$ cat src/rtl/neighbor_id_fetch.sv
// Pops neighbour-list descriptors from the Neighbor ID FIFO, streams the IDs out of the
// edge-list SRAM and hands them to the Edge PE dispatch through a credit-guarded buffer.
module neighbor_id_fetch #(
  parameter int PTR_W     = 12,
  parameter int CNT_W     = 5,
  parameter int ID_W      = 16,
  parameter int TAG_W     = 2,
  parameter int BUF_DEPTH = 4
) (
  input  logic                   clk,
  input  logic                   reset,
  input  logic                   fifo_empty,
  input  logic [PTR_W+CNT_W-1:0] fifo_desc,
  input  logic [TAG_W-1:0]       fifo_tag,
  output logic                   fifo_rinc,
  output logic [PTR_W-1:0]       sram_A,
  output logic                   sram_CEN,
  input  logic [ID_W-1:0]        sram_Q,
  output logic                   out_valid,
  output logic [ID_W-1:0]        out_id,
  output logic [TAG_W-1:0]       out_tag,
  output logic                   out_last,
  input  logic                   out_ready,
  output logic                   busy,
  output logic [1:0]             dbg_state
);

  typedef enum logic [1:0] {
    IDLE  = 2'd0,
    ISSUE = 2'd1,
    DRAIN = 2'd2
  } state_e;

  localparam int AW = $clog2(BUF_DEPTH);
  localparam int CW = $clog2(BUF_DEPTH + 1);
  localparam int EW = ID_W + TAG_W + 1;
  localparam logic [CW:0]       DEPTH_L = BUF_DEPTH;
  localparam logic [AW-1:0]     LAST_SLOT = AW'(BUF_DEPTH - 1);
  localparam logic [AW-1:0]     PTR_ONE_B = 1;
  localparam logic [CW-1:0]     OCC_ONE = 1;
  localparam logic [CNT_W-1:0]  CNT_ONE = 1;
  localparam logic [PTR_W-1:0]  ADDR_ONE = 1;

  state_e            state_q, state_d;
  logic [PTR_W-1:0]  addr_q, addr_d;
  logic [CNT_W-1:0]  rem_q, rem_d;
  logic [TAG_W-1:0]  tag_q, tag_d;
  logic [PTR_W-1:0]  sram_a_q, sram_a_d;
  logic              sram_cen_q, sram_cen_d;
  logic              last1_q, last1_d;
  logic              rd2_q, rd2_d;
  logic              last2_q, last2_d;
  logic [AW-1:0]     wr_q, wr_d, rd_q, rd_d;
  logic [CW-1:0]     occ_q, occ_d;
  logic [EW-1:0]     buf_q [BUF_DEPTH];

  logic [PTR_W-1:0]  fifo_ptr;
  logic [CNT_W-1:0]  fifo_cnt;
  logic              rd1;
  logic [1:0]        inflight;
  logic [CW:0]       credit_sum;
  logic              credit_ok;
  logic              issue, issue_last;
  logic [PTR_W-1:0]  issue_addr;
  logic              push, pop;
  logic [EW-1:0]     head;

  assign fifo_ptr   = fifo_desc[PTR_W+CNT_W-1 -: PTR_W];
  assign fifo_cnt   = fifo_desc[CNT_W-1:0];
  assign rd1        = !sram_cen_q;
  assign inflight   = {1'b0, rd1} + {1'b0, rd2_q};
  assign credit_sum = {1'b0, occ_q} + {{(CW-1){1'b0}}, inflight};
  // Reserve a slot for every read already in the SRAM pipe, so back-pressure never drops a word.
  assign credit_ok  = credit_sum < DEPTH_L;

  always_ff @(posedge clk) begin
    if (reset) begin
      state_q    <= IDLE;
      addr_q     <= '0;
      rem_q      <= '0;
      tag_q      <= '0;
      sram_a_q   <= '0;
      sram_cen_q <= 1'b1;
      last1_q    <= 1'b0;
      rd2_q      <= 1'b0;
      last2_q    <= 1'b0;
      wr_q       <= '0;
      rd_q       <= '0;
      occ_q      <= '0;
    end else begin
      state_q    <= state_d;
      addr_q     <= addr_d;
      rem_q      <= rem_d;
      tag_q      <= tag_d;
      sram_a_q   <= sram_a_d;
      sram_cen_q <= sram_cen_d;
      last1_q    <= last1_d;
      rd2_q      <= rd2_d;
      last2_q    <= last2_d;
      wr_q       <= wr_d;
      rd_q       <= rd_d;
      occ_q      <= occ_d;
    end
  end

  always_ff @(posedge clk) begin
    if (push) begin
      buf_q[wr_q] <= {last2_q, tag_q, sram_Q};
    end
  end

  always_comb begin
    state_d = state_q;
    case (state_q)
      IDLE: begin
        if (fifo_rinc && (fifo_cnt != '0)) begin
          state_d = (fifo_cnt == CNT_ONE) ? DRAIN : ISSUE;
        end
      end
      ISSUE: begin
        if (issue && issue_last) begin
          state_d = DRAIN;
        end
      end
      DRAIN: begin
        if ((occ_d == '0) && !rd1) begin
          state_d = IDLE;
        end
      end
      default: state_d = IDLE;
    endcase
  end

  // The first read is issued in the pop cycle itself so A=ptr appears one cycle after the pop.
  always_comb begin
    fifo_rinc  = 1'b0;
    issue      = 1'b0;
    issue_last = 1'b0;
    issue_addr = addr_q;
    addr_d     = addr_q;
    rem_d      = rem_q;
    tag_d      = tag_q;
    case (state_q)
      IDLE: begin
        fifo_rinc = !fifo_empty && (occ_q == '0) && (inflight == 2'd0);
        if (fifo_rinc) begin
          tag_d = fifo_tag;
          if (fifo_cnt != '0) begin
            issue      = 1'b1;
            issue_addr = fifo_ptr;
            issue_last = (fifo_cnt == CNT_ONE);
            addr_d     = fifo_ptr + ADDR_ONE;
            rem_d      = fifo_cnt - CNT_ONE;
          end
        end
      end
      ISSUE: begin
        if (credit_ok) begin
          issue      = 1'b1;
          issue_last = (rem_q == CNT_ONE);
          addr_d     = addr_q + ADDR_ONE;
          rem_d      = rem_q - CNT_ONE;
        end
      end
      default: ;
    endcase

    sram_a_d   = issue ? issue_addr : sram_a_q;
    sram_cen_d = !issue;
    last1_d    = issue_last;
    rd2_d      = rd1;
    last2_d    = last1_q;

    // Handshake: a word transfers on a cycle where out_valid && out_ready; the head is held otherwise.
    push = rd2_q;
    pop  = (occ_q != '0) && out_ready;
    wr_d = push ? ((wr_q == LAST_SLOT) ? '0 : wr_q + PTR_ONE_B) : wr_q;
    rd_d = pop  ? ((rd_q == LAST_SLOT) ? '0 : rd_q + PTR_ONE_B) : rd_q;
    case ({push, pop})
      2'b10:   occ_d = occ_q + OCC_ONE;
      2'b01:   occ_d = occ_q - OCC_ONE;
      default: occ_d = occ_q;
    endcase
  end

  assign head      = (occ_q != '0) ? buf_q[rd_q] : '0;
  assign out_valid = (occ_q != '0);
  assign out_last  = head[EW-1];
  assign out_tag   = head[ID_W +: TAG_W];
  assign out_id    = head[ID_W-1:0];
  assign sram_A    = sram_a_q;
  assign sram_CEN  = sram_cen_q;
  assign busy      = (state_q != IDLE) || (occ_q != '0);
  assign dbg_state = state_q;

endmodule

$ cat config.mk
export PLATFORM = sky130hd
export DESIGN_NAME = neighbor_id_fetch
export DESIGN_NICKNAME = d
export VERILOG_FILES = /design/src/rtl/neighbor_id_fetch.sv
export SDC_FILE = /design/constraint.sdc
export NUM_CORES = 1
export LEC_CHECK = 0
export CAP_MARGIN = 20
export CORE_UTILIZATION = 50
export DETAILED_ROUTE_END_ITERATION = 7
export PLACE_DENSITY = 0.75
export SETUP_SLACK_MARGIN = 0.2
export SKIP_CTS_REPAIR_TIMING = 1
export SYNTH_ARGS = -nofsm -noshare
export SYNTH_HDL_FRONTEND = slang
export SYNTH_SLANG_ARGS = --single-unit
export TNS_END_PERCENT = 20
$ cat constraint.sdc
create_clock -name clk -period 2.5 [get_ports clk]
set_input_delay 0.25 -clock clk [delete_from_list [all_inputs] [get_ports clk]]
set_output_delay 0.25 -clock clk [all_outputs]
set_load 0.1 [all_outputs]
==> run metrics <==
share of power burned in the clock network=22.9%; Layout Skew=around 0.0052 ns; critical path launch point=dbg_state[1]; final total power=10.0 mW; Initial Util=between 50% and 60%; mux share of post-synthesis cell area=between 9 and 10%; Die X=108 um; min-delay worst type=input port to register; RSZ-0062 raised after global routing=yes; Compound-Gate Fraction of Synth Area=under 10%; Post-Synth Adder-Cell Area=3.71%; met2 routed WL=roughly 6500 um; CTS Sinks=122; Final Max Slew Viols=0; sequential cell area fraction in the yosys report=57.3%; DRC violations left=0; switch share=45.4%; VDD IR max=between 0.0008 and 0.0009 V; antenna cells=0; Worst-Skew Late Latency=just over 0.5 ns; period utilization=92.6%; initial antenna violation count=0; register share of total power=27.6%; Worst slew margin=32.6%; post-synthesis sequential element count=122; setup violators final=0; combinational share of power=between 40% and 50%; Arr. time, crit path=~2.7 ns; outcome=completed; Hold Vio Cnt, Final=0; Layout area overhead=32.7%; Detail Route Antenna Nets=0; simple-gate share of the synthesized area=17.0%; I/O pin count=76; Die ar.=11,600 um^2; ys async rst share=0%; vias per cell=5.66; worst slew pin tran=1.01 ns; Mapped Cells=roughly 480; I/O Buffers=75; main combinational cell family by area after synthesis=simple AND/OR/NAND/NOR gates; CTS H-tree depth=4; Reg-to-Reg End=addr_q[10]; DP Cell Count=689; RePlAce Congestion=0.828; flop2flop setup slack=0.19 ns; Num CTS Buffers=17; clock slew at reported path FFs=0.06 ns; Syn Nets=532; Worst R2R Path Depth=10; Yosys warning count=0; via count=4,087; GRT Total Usage=22.6%; Root Buffer=clkbuf_8; Core Region=approximately 11,000 um^2; global-route wire length before repair=19,700 um; Worst setup SP type=register; most used flip-flop cell after synthesis=edfxtp_1; sw power=4.57 mW; final std cells w/o fill=722; fillers=785; routed wl met3=609 um; FF-to-FF Start=dbg_state[1]; total wire length=~12,000 um; remaining global-route overflow=0; layout cells sized above 1=24.1%; dpl cell area=6780 um^2; DRT iter0 DRCs=291; number of synthesized flops with an enable pin=76; syn_area_per_cell=11.7 um^2; Final Cell Area=roughly 7400 um^2; DRT Pass-1 Iters=5; critical-path maximum fanout=10; DP Wirelength=7800 um; largest net degree at the start of global routing=34; Setup TNS=0 ns; Setup crit end=addr_q[10]; Max Freq=0.432 GHz; pwr/cell area=1350 nW/um^2; vias in the first global route=~4,000; Clock Tree Buf Depth=2; Final nets=624; final core occ=between 60% and 70%; Max Used Layer=met4; Pleak=2.69 nW; Post-Synth XOR/XNOR Area=1.41%; min Tclk post-route=2.31 ns; M1 WL=~5100 um; Req. time, crit path=2.87 ns; Die Ht=108 um; Distinct cells, synth=53; max-cap violations=0; Mapped Area=approximately 5600 um^2; Site Rows=38; Setup CP Type=register to register; WL per Instance=17.1 um; Int Power=5.48 mW; CTS tree=done; crit end category=register
==> sequential cells by signal, indices dropped and copies added, names as in the netlist, named ones only <==
signal,count
buf_q,76
addr_q,12
sram_A,12
rem_q,5
occ_q,3
dbg_state,2
rd_q,2
tag_q,2
wr_q,2
last1_q,1
last2_q,1
push,1
sram_CEN,1
==> cells in the final DEF, fill, tap and decap left out, types with 5 or more instances in the layout <==
cell             netlist  layout
ha_1                  15      13
nand2_1               34      32
dfxtp_1               46      39
a21oi_1               27      26
edfxtp_1              76      76
buf_4                  1      35
buf_12                 0      22
inv_1                 17      16
nand3_1               18      17
nor4_1                11      11
o21ai_0               19      18
nor3_1                 8       7
nor2_1                60      60
a31oi_1                7       7
clkbuf_16              0      17
nor3b_1                5       5
and2_1                25      25
clkdlybuf4s50_1        0      38
mux4_2                19      19
==> synth_stat cells (4+ instances only) <==
cell type,number,area (um^2)
xnor2_1,4,35.0
inv_1,17,63.8
dfxtp_1,46,921
ha_1,15,188
edfxtp_1,76,2280
nor3_1,8,40.0
nor2_1,60,225
nor4_1,11,68.8
a31oi_1,7,43.8
o2111ai_1,4,35.0
xor2_1,5,43.8
nor3b_1,5,37.5
buf_2,6,30.0
and2_1,25,156
a22oi_1,4,30.0
a21oi_1,27,135
nand2_1,34,128
mux2i_1,4,40.0
nor2b_1,4,25.0
clkbuf_1,15,56.3
o21ai_0,19,95.1
nand3_1,18,90.1
mux4_2,19,428
==> stage by stage <==
step                      setup WS, ns  hold slack, ns
after floorplan                -0.0518           0.349
after global placement          0.0906           0.423
after detailed placement       -0.0112           0.422
after CTS                       0.0663           0.271
after global routing             0.110           0.295
final                            0.185           0.290
==> layout make-up <==
cell class	instances	area, um^2	share of cell area [%]
timing repair buffer	96	1110	14.9
inverter	17	63.8	0.860
sequential	122	3220	43.4
multi-input combinational	315	2280	30.7
clock buffer	20	455	6.14
tap	140	175	2.36
clock inverter	12	116	1.57
==> metal layers <==
layer | vias to the layer above | GRT usage, %
met1 | 1986 | 26.4
met5 | - | 0
met2 | 134 | 39.9
met4 | 0 | 9.00
li1 | 1945 | -
met3 | 22 | 5.02
==> worst max-delay path, cell delays in order, from the launching register on <==
cell and delay [ns]:
dfxtp_4 0.38, nand2b_4 0.21, mux2i_2 0.18, inv_1 0.10, ha_4 0.18, and4_4 0.23
nand3_1 0.08, a211o_1 0.36, a21o_1 0.19, a21oi_1 0.17, o22ai_1 0.10
==> power by group through the flow <==
| stage | clock network, mW | logic [mW] | registers (mW) |
|---|---|---|---|
| finish | 2.30 | 4.97 | 2.77 |
| global route | 2.42 | 5.25 | 2.81 |
| CTS | 2.34 | 4.93 | 2.74 |
| detailed placement | 0 | 4.90 | 2.78 |
| global placement | 0 | 4.83 | 2.77 |
| floorplan | 0 | 2.74 | 3.53 |
==> logic make-up after synthesis <==
| group | count (synthesis) |
|---|---|
| AOI/OAI and AO/OA | 79 |
| xor gates and xnor gates | 9 |
| adders and majority gates | 16 |
| buffers and inverters | 40 |
| DFF | 122 |
| muxes | 26 |
| and+or+nand+nor | 185 |
==> how the worst min path moves through the flow <==
stage | startpoint | end | slack [ns] | depth (start not counted)
after detailed placement | last1_q | last2_q | 0.42 | 1
after global placement | last1_q | last2_q | 0.42 | 1
after CTS | fifo_tag[1] | tag_q[1] | 0.27 | 3
final | fifo_tag[1] | tag_q[1] | 0.29 | 3
after global routing | fifo_tag[1] | tag_q[1] | 0.30 | 3
after floorplan | sram_Q[0] | buf_q[0][0] | 0.35 | 0
(Power assumes the default switching activity.)
